[config.mk]
export PLATFORM = sky130hd
export DESIGN_NAME = fetch_execute_sequencer
export DESIGN_NICKNAME = d
export VERILOG_FILES = /design/src/rtl/fetch_execute_sequencer_pkg.sv /design/src/rtl/fetch_execute_sequencer_microcode_decoder.sv /design/src/rtl/fetch_execute_sequencer.sv
export SDC_FILE = /design/constraint.sdc
export NUM_CORES = 1
export LEC_CHECK = 0
export CAP_MARGIN = 25
export CELL_PAD_IN_SITES_DETAIL_PLACEMENT = 1
export CELL_PAD_IN_SITES_GLOBAL_PLACEMENT = 1
export CORE_ASPECT_RATIO = 0.75
export CORE_MARGIN = 5
export CORE_UTILIZATION = 27
export DETAILED_ROUTE_END_ITERATION = 6
export HOLD_SLACK_MARGIN = 0.15
export PLACE_DENSITY = 0.8
export SETUP_SLACK_MARGIN = 0.5
export SLEW_MARGIN = 20
export SYNTH_ARGS = -nofsm -noshare
export SYNTH_HDL_FRONTEND = slang
export SYNTH_SLANG_ARGS = --single-unit
[constraint.sdc]
create_clock -name i_clk -period 1.8 [get_ports i_clk]
set_input_delay 0.36 -clock i_clk [delete_from_list [all_inputs] [get_ports i_clk]]
set_output_delay 0.36 -clock i_clk [all_outputs]
set_load 0.05 [all_outputs]
[src/rtl/fetch_execute_sequencer_pkg.sv]
// Shared definitions for the fetch/execute sequencer: opcodes, state
// encodings and the layout of the active-high control word.
package fetch_execute_sequencer_pkg;

    // Micro-steps per instruction slot (T0..T4)
    localparam int NUM_STEPS_DEF = 5;

    // Opcodes carried in IR[7:4]
    localparam logic [3:0] OP_NOP = 4'h0;
    localparam logic [3:0] OP_LDA = 4'h1;
    localparam logic [3:0] OP_ADD = 4'h2;
    localparam logic [3:0] OP_SUB = 4'h3;
    localparam logic [3:0] OP_STA = 4'h4;
    localparam logic [3:0] OP_LDI = 4'h5;
    localparam logic [3:0] OP_JMP = 4'h6;
    localparam logic [3:0] OP_JC  = 4'h7;
    localparam logic [3:0] OP_JZ  = 4'h8;
    localparam logic [3:0] OP_OUT = 4'hE;
    localparam logic [3:0] OP_HLT = 4'hF;

    // Sequencer states; T0..T4 encode the micro-step number directly
    typedef enum logic [2:0] {
        ST_T0     = 3'd0,
        ST_T1     = 3'd1,
        ST_T2     = 3'd2,
        ST_T3     = 3'd3,
        ST_T4     = 3'd4,
        ST_HALTED = 3'd5
    } state_t;

    // Active-high control word; first field is the MSB
    typedef struct packed {
        logic pc_read;
        logic pc_write;
        logic pc_inc;
        logic mar_write;
        logic ram_read;
        logic ram_write;
        logic ir_read;
        logic ir_write;
        logic a_read;
        logic a_write;
        logic b_write;
        logic alu_read;
        logic alu_sub;
        logic out_write;
    } ctrl_t;

    localparam int CW_W = 14;

    // Bit positions of each field inside the packed control word
    localparam int CW_PC_READ   = 13;
    localparam int CW_PC_WRITE  = 12;
    localparam int CW_PC_INC    = 11;
    localparam int CW_MAR_WRITE = 10;
    localparam int CW_RAM_READ  = 9;
    localparam int CW_RAM_WRITE = 8;
    localparam int CW_IR_READ   = 7;
    localparam int CW_IR_WRITE  = 6;
    localparam int CW_A_READ    = 5;
    localparam int CW_A_WRITE   = 4;
    localparam int CW_B_WRITE   = 3;
    localparam int CW_ALU_READ  = 2;
    localparam int CW_ALU_SUB   = 1;
    localparam int CW_OUT_WRITE = 0;

    // All-idle control word
    function automatic ctrl_t ctrl_idle();
        ctrl_t c;
        c = '0;
        return c;
    endfunction

endpackage

[src/rtl/fetch_execute_sequencer_microcode_decoder.sv]
// Combinational microcode: maps (state, opcode, flags) to the control word
// for the current cycle plus the step-sequencing hints for the state register.
module microcode_decoder
    import fetch_execute_sequencer_pkg::*;
(
    input  state_t     i_state,
    input  logic [3:0] i_opcode,
    input  logic       i_carry,
    input  logic       i_zero,
    output ctrl_t      o_ctrl,
    output logic       o_is_last_step,
    output logic       o_halt_req
);

    // Decode one micro-step; every bus driver appears in at most one arm
    always_comb begin
        o_ctrl         = ctrl_idle();
        o_is_last_step = 1'b0;
        o_halt_req     = 1'b0;
        case (i_state)
            ST_T0: begin
                o_ctrl.pc_read   = 1'b1;
                o_ctrl.mar_write = 1'b1;
            end
            ST_T1: begin
                o_ctrl.ram_read = 1'b1;
                o_ctrl.ir_write = 1'b1;
                o_ctrl.pc_inc   = 1'b1;
            end
            ST_T2: begin
                case (i_opcode)
                    OP_LDA, OP_ADD, OP_SUB, OP_STA: begin
                        // Operand address goes to MAR; more steps follow
                        o_ctrl.ir_read   = 1'b1;
                        o_ctrl.mar_write = 1'b1;
                    end
                    OP_LDI: begin
                        o_ctrl.ir_read = 1'b1;
                        o_ctrl.a_write = 1'b1;
                        o_is_last_step = 1'b1;
                    end
                    OP_JMP: begin
                        o_ctrl.ir_read  = 1'b1;
                        o_ctrl.pc_write = 1'b1;
                        o_is_last_step  = 1'b1;
                    end
                    OP_JC: begin
                        o_ctrl.ir_read  = i_carry;
                        o_ctrl.pc_write = i_carry;
                        o_is_last_step  = 1'b1;
                    end
                    OP_JZ: begin
                        o_ctrl.ir_read  = i_zero;
                        o_ctrl.pc_write = i_zero;
                        o_is_last_step  = 1'b1;
                    end
                    OP_OUT: begin
                        o_ctrl.a_read    = 1'b1;
                        o_ctrl.out_write = 1'b1;
                        o_is_last_step   = 1'b1;
                    end
                    OP_HLT: begin
                        o_halt_req = 1'b1;
                    end
                    default: begin
                        // NOP and undefined opcodes: one idle T2
                        o_is_last_step = 1'b1;
                    end
                endcase
            end
            ST_T3: begin
                case (i_opcode)
                    OP_LDA: begin
                        o_ctrl.ram_read = 1'b1;
                        o_ctrl.a_write  = 1'b1;
                        o_is_last_step  = 1'b1;
                    end
                    OP_ADD, OP_SUB: begin
                        o_ctrl.ram_read = 1'b1;
                        o_ctrl.b_write  = 1'b1;
                        o_ctrl.alu_sub  = (i_opcode == OP_SUB);
                    end
                    OP_STA: begin
                        o_ctrl.a_read    = 1'b1;
                        o_ctrl.ram_write = 1'b1;
                        o_is_last_step   = 1'b1;
                    end
                    default: begin
                        // Unreachable for a stable IR; recover to fetch
                        o_is_last_step = 1'b1;
                    end
                endcase
            end
            ST_T4: begin
                if (i_opcode == OP_ADD || i_opcode == OP_SUB) begin
                    o_ctrl.alu_read = 1'b1;
                    o_ctrl.a_write  = 1'b1;
                    o_ctrl.alu_sub  = (i_opcode == OP_SUB);
                end
                o_is_last_step = 1'b1;
            end
            default: begin
                // HALTED (and any illegal encoding) drives nothing
                o_ctrl = ctrl_idle();
            end
        endcase
    end

endmodule

[src/rtl/fetch_execute_sequencer.sv]
// Control unit for the 8-bit shared-bus CPU: holds the micro-step state and
// turns the decoded control word into gated, active-low register strobes.
module fetch_execute_sequencer
    import fetch_execute_sequencer_pkg::*;
#(
    parameter int NUM_STEPS = NUM_STEPS_DEF
) (
    input  logic       i_clk,
    input  logic       i_reset_n,
    input  logic       i_enable,
    input  logic [3:0] i_opcode,
    input  logic       i_carry,
    input  logic       i_zero,
    output logic       o_pc_read_n,
    output logic       o_pc_write_n,
    output logic       o_pc_inc_n,
    output logic       o_mar_write_n,
    output logic       o_ram_read_n,
    output logic       o_ram_write_n,
    output logic       o_ir_read_n,
    output logic       o_ir_write_n,
    output logic       o_a_read_n,
    output logic       o_a_write_n,
    output logic       o_b_write_n,
    output logic       o_alu_read_n,
    output logic       o_alu_sub,
    output logic       o_out_write_n,
    output logic [2:0] o_step,
    output logic       o_halted
);

    localparam int STEP_W = $clog2(NUM_STEPS);

    state_t            r_state;
    ctrl_t             w_ctrl;
    logic [CW_W-1:0]   w_ctrl_vec;
    logic [CW_W-1:0]   w_ctrl_gated;
    logic              w_is_last;
    logic              w_halt_req;
    logic              w_gate;
    logic [STEP_W-1:0] w_step;

    microcode_decoder u_decoder (
        .i_state        (r_state),
        .i_opcode       (i_opcode),
        .i_carry        (i_carry),
        .i_zero         (i_zero),
        .o_ctrl         (w_ctrl),
        .o_is_last_step (w_is_last),
        .o_halt_req     (w_halt_req)
    );

    // Advance the micro-step; reset wins, HALTED is sticky, enable freezes
    always_ff @(posedge i_clk) begin
        if (!i_reset_n) begin
            r_state <= ST_T0;
        end else if (r_state == ST_HALTED) begin
            r_state <= ST_HALTED;
        end else if (i_enable) begin
            if (w_halt_req) begin
                r_state <= ST_HALTED;
            end else if (w_is_last) begin
                r_state <= ST_T0;
            end else begin
                r_state <= state_t'(r_state + 3'd1);
            end
        end
    end

    // Strobes only fire while out of reset, enabled and not halted, so a
    // reset or freeze in the middle of a step never leaves a partial strobe
    assign w_gate     = i_reset_n & i_enable & (r_state != ST_HALTED);
    assign w_ctrl_vec = w_ctrl;

    generate
        for (genvar gi = 0; gi < CW_W; gi++) begin : g_gate
            assign w_ctrl_gated[gi] = w_ctrl_vec[gi] & w_gate;
        end
    endgenerate

    assign o_pc_read_n   = ~w_ctrl_gated[CW_PC_READ];
    assign o_pc_write_n  = ~w_ctrl_gated[CW_PC_WRITE];
    assign o_pc_inc_n    = ~w_ctrl_gated[CW_PC_INC];
    assign o_mar_write_n = ~w_ctrl_gated[CW_MAR_WRITE];
    assign o_ram_read_n  = ~w_ctrl_gated[CW_RAM_READ];
    assign o_ram_write_n = ~w_ctrl_gated[CW_RAM_WRITE];
    assign o_ir_read_n   = ~w_ctrl_gated[CW_IR_READ];
    assign o_ir_write_n  = ~w_ctrl_gated[CW_IR_WRITE];
    assign o_a_read_n    = ~w_ctrl_gated[CW_A_READ];
    assign o_a_write_n   = ~w_ctrl_gated[CW_A_WRITE];
    assign o_b_write_n   = ~w_ctrl_gated[CW_B_WRITE];
    assign o_alu_read_n  = ~w_ctrl_gated[CW_ALU_READ];
    assign o_alu_sub     =  w_ctrl_gated[CW_ALU_SUB];
    assign o_out_write_n = ~w_ctrl_gated[CW_OUT_WRITE];

    // Debug step: the state encoding, forced to zero while reset is held
    assign w_step   = i_reset_n ? STEP_W'(r_state) : '0;
    assign o_step   = 3'(w_step);
    assign o_halted = (r_state == ST_HALTED);

endmodule

==> flow_summary.ini, run 1 <==
[run_status]
status = aborted with a tool error
stop_stage = clock tree synthesis (4_1_cts)
error = [ERROR DPL-0033] detailed placement checks failed during check placement.

[placement]
dpl-instance-area_um2 = 1310
hpwl_um = 2580
pre_cts_ws_ns = -0.444
gp_congestion = 0.860
port_buffers = 26

[logic_synthesis]
syn_area_um2 = 594
synth.area.top_cells = ha_1 (11%), dfxtp_1 (10%), nand2_1 (6.9%)
syn_avg_cell_area_um2 = 6.75
yosys_warnings = 0
ys_seq_area_share_pct = 10.1
synth_top_flop_cell = dfxtp_1
synth_edf_count = 0
synthArstFlopShare_pct = 0
synth_cell_type_count = 38
synth_seq_cells = 3
synth_fp_nets = 102
synth_cells = 88
synth_top_area_share_pct = 10.5
synth_area_leader_cell = ha_1

[clock_network]
postCtsHoldBufs = 0
cts_resized = 97
htreeDepth = 1
cts_setup_buffers = 11
clock_path_buffers = 2
root_buffer = clkbuf_4
cts_made_buffers = 3
cts.sinks = 3

[floorplanning]
rows = 14
ios = 27
die_w_um = 64.2
die_y_um = 50.6
start_util_pct = 29.0
[synth_stat cells, drive strengths merged, types with 2 or more instances]
cell type and n:
o21ai 4, a31oi 2, dfxtp 3, and2 4
buf 4, nand3 8, ha 5, o211ai 2
clkbuf 2, a21oi 3, and3 4, inv 7
nor3 2, nor2 7, o31ai 2, o22ai 2
nand2 11
[stage by stage]
step                      util [%]  std cells
after detailed placement      64.0        162
after global placement        64.0        162
after floorplan                  -         88
[logic make-up after synthesis]
group | Yosys count | synth area share [%]
buffers and inverters | 13 | 10.5
muxes | 1 | 1.68
adders and majority gates | 5 | 10.5
AOI/OAI and AO/OA | 20 | 25.5
and+or+nand+nor | 45 | 40.2
DFF | 3 | 10.1
xor gates and xnor gates | 1 | 1.47
==> run 2: changes to the inputs <==
--- a/config.mk
+++ b/config.mk
@@ -6,15 +6,10 @@
 export NUM_CORES = 1
 export LEC_CHECK = 0
 export CAP_MARGIN = 25
-export CELL_PAD_IN_SITES_DETAIL_PLACEMENT = 1
-export CELL_PAD_IN_SITES_GLOBAL_PLACEMENT = 1
-export CORE_ASPECT_RATIO = 0.75
-export CORE_MARGIN = 5
-export CORE_UTILIZATION = 27
+export CORE_AREA = 5 5 66 68
 export DETAILED_ROUTE_END_ITERATION = 6
-export HOLD_SLACK_MARGIN = 0.15
-export PLACE_DENSITY = 0.8
-export SETUP_SLACK_MARGIN = 0.5
+export DIE_AREA = 0 0 71 73
+export PLACE_DENSITY_LB_ADDON = 0.15
 export SLEW_MARGIN = 20
 export SYNTH_ARGS = -nofsm -noshare
 export SYNTH_HDL_FRONTEND = slang
==> flow_summary.ini, run 2 <==
[timing]
slew-limit-headroom_pct = 80.4
hold_viol = 0
max_freq_ghz = 0.493
finClkSkew_ns = 0.000918
rsz0062_at_grt = yes
setup_viol = 9
fin_tns_setup_ns = -1.35
finalCritPeriodShare_pct = 113
setup_ws_ns = -0.228
tightestPinTransition_ns = 0.291
slew_viol_final = 0
finalCriticalPeriod_ns = 2.03

[global_routing]
grtUsageTotal_pct = 9.98
grt_pass1_vias = 961
grt_max_degree = 12
grt_overflow_total = 0
grt_pass1_wl_um = 4310
grt_antenna_before_repair = 0

[worst_setup_path]
critPathSlowestCell = or4_4
crit_type = reg2out
worst_path_dominant_cell_family = simple AND/OR/NAND/NOR gates
crit_path_start_kind = register
arrival_ns = 1.67
cp-end-kind = primary output
cp_cell_sequence = inv_4 -> ha_4 -> buf_4 -> a31oi_4 -> or4_4 -> buf_8
slowest_delay_ns = 0.54
required_ns = 1.44
critPathMaxFanout = 4
critPathBufInv = 3

[logic_synthesis]
synth_cell_type_count = 38
synth_common_cells = nand2_1 (11), nand3_1 (8), inv_1 (7), nor2_1 (7), ha_1 (5)
synth_top_flop_cell = dfxtp_1
synth_fp_nets = 102
synth_seq_cells = 3
syn_area_um2 = 594
synth_edf_count = 0
synth_top_area_share_pct = 10.5
ys_seq_area_share_pct = 10.1
yosys_warnings = 0
synth_cells = 88
synth_area_leader_cell = ha_1
synth.most_common_cell = nand2_1
syn_avg_cell_area_um2 = 6.75
synth.area.top_cells = ha_1 (11%), dfxtp_1 (10%), nand2_1 (6.9%)
synthArstFlopShare_pct = 0

[routing]
drc_errors = 0
firstDrtPassIters = 4
wl_per_cell_um = 12.6
avgViaCountPerCell = 4.42
routed_wl_um = 2550
vias = 897
ant_nets = 0
drt_iter0_drc = 49

[final_layout]
layout_commonest_cell = buf_4
final_cell_mix = buf_4 (31), buf_6 (17), buf_12 (11)
largest_register_ffs = 3
regMostFlops = r_state
reg_top3 = r_state (3)
nets = 168
syn2layout_area_growth_pct = 174
antenna_cells = 0
layout-drive-gt1-share_pct = 69.3

[floorplanning]
ios = 27
die_y_um = 73
start_util_pct = 15.6
core_area_um2 = 3800
die-area_um2 = 5180
die_w_um = 71
rows = 23

[clock_network]
htreeDepth = 1
path_clk_slew_ns = 0.03
root_buffer = clkbuf_8
cts.sinks = 3
cts_tree = done
cts_made_buffers = 3
clock_path_buffers = 2
clkLatencyLatePin_ns = 0.22

[run_status]
violations = negative setup slack
status = complete, but fails checks

[pwr]
p_leak_nw = 0.680
total_power_mw = 0.652
powerDensity_nw_per_um2 = 401
vdd_drop_max_mv = 0.450

[hold_path]
hold_class = reg2reg

[placement]
port_buffers = 26
gp_congestion = 0.783
hpwl_um = 1830
pre_cts_ws_ns = -0.422

[run]
drv_cap = 0
==> run 2: cell counts after synthesis <==
Identical to the previous run, type by type.
==> run 2: timing repair <==
item,4_1_cts,5_1_grt
pin swaps,16,17
hold buffers,0,0
gates resized for setup,43,41
endpoints found under the setup margin,15,14
cloned,0,0
setup buffers,5,8
==> run 2: worst min-delay path: cells and delay by family, from the launching register on <==
kind,cells,cell delay [ns]
AO/OA/AOI/OAI,3,0.29
flip-flops,1,0.35
==> run 2: path summary, 6_finish.rpt <==
kind,start,end,slack [ns],cells after the start
worst max-delay path,r_state[1]$_SDFFE_PP0P_,o_mar_write_n,-0.23,6
worst min-delay path,r_state[2]$_SDFFE_PN0P_,r_state[2]$_SDFFE_PN0P_,0.68,3
worst max register to register,r_state[0]$_SDFFE_PN0P_,r_state[1]$_SDFFE_PP0P_,0.15,8
worst min register to register,r_state[2]$_SDFFE_PN0P_,r_state[2]$_SDFFE_PN0P_,0.68,3
==> run 2: final cells by class <==
cell class / instances / area, um2
Fill cell: 408 / 2170
Timing Repair Buffer: 67 / 712
Multi-Input combinational cell: 72 / 702
Sequential cell: 3 / 71.3
Tap cell: 50 / 62.6
Clock buffer: 4 / 45.0
Inverter: 7 / 33.8
==> run 2: through the flow <==
stage / instance area (um2) / std cells / hold WS [ns] / util, %
floorplan: 664 / 88 / 0.447 / -
global placement: 1240 / 186 / 0.704 / 32.7
detailed placement: 1240 / 186 / 0.692 / 32.7
CTS: 1450 / 195 / 0.706 / 38.2
global route: 1630 / 203 / 0.733 / 42.8
finish: 1630 / 203 / 0.680 / 42.8
==> run 2: cell families (layout without fill, tap and decap cells) <==
kind of cell,Yosys count,count (layout),share of synthesized area [%]
fa+ha+maj,5,5,10.5
mux,1,1,1.68
flops,3,3,10.1
simple gates,45,45,40.2
buf+inv,13,78,10.5
compound gates,20,20,25.5
xor+xnor,1,1,1.47
==> run 2: layer usage <==
metal / wire length (um) / up-vias / global-route usage (%)
met5: 0 / - / 0
met4: 14 / 0 / 3.13
met3: 141 / 2 / 1.24
met2: 1320 / 30 / 18.1
met1: 1070 / 416 / 12.2
li1: - / 449 / -
==> run 2: report_power, final <==
part	internal [mW]	switching (mW)	total (mW)
registers	0.0738	0.0135	0.0873
clock network	0.151	0.0450	0.196
logic	0.189	0.180	0.368
total	0.414	0.238	0.652
Note: power is estimated with default switching activity, not from simulation.
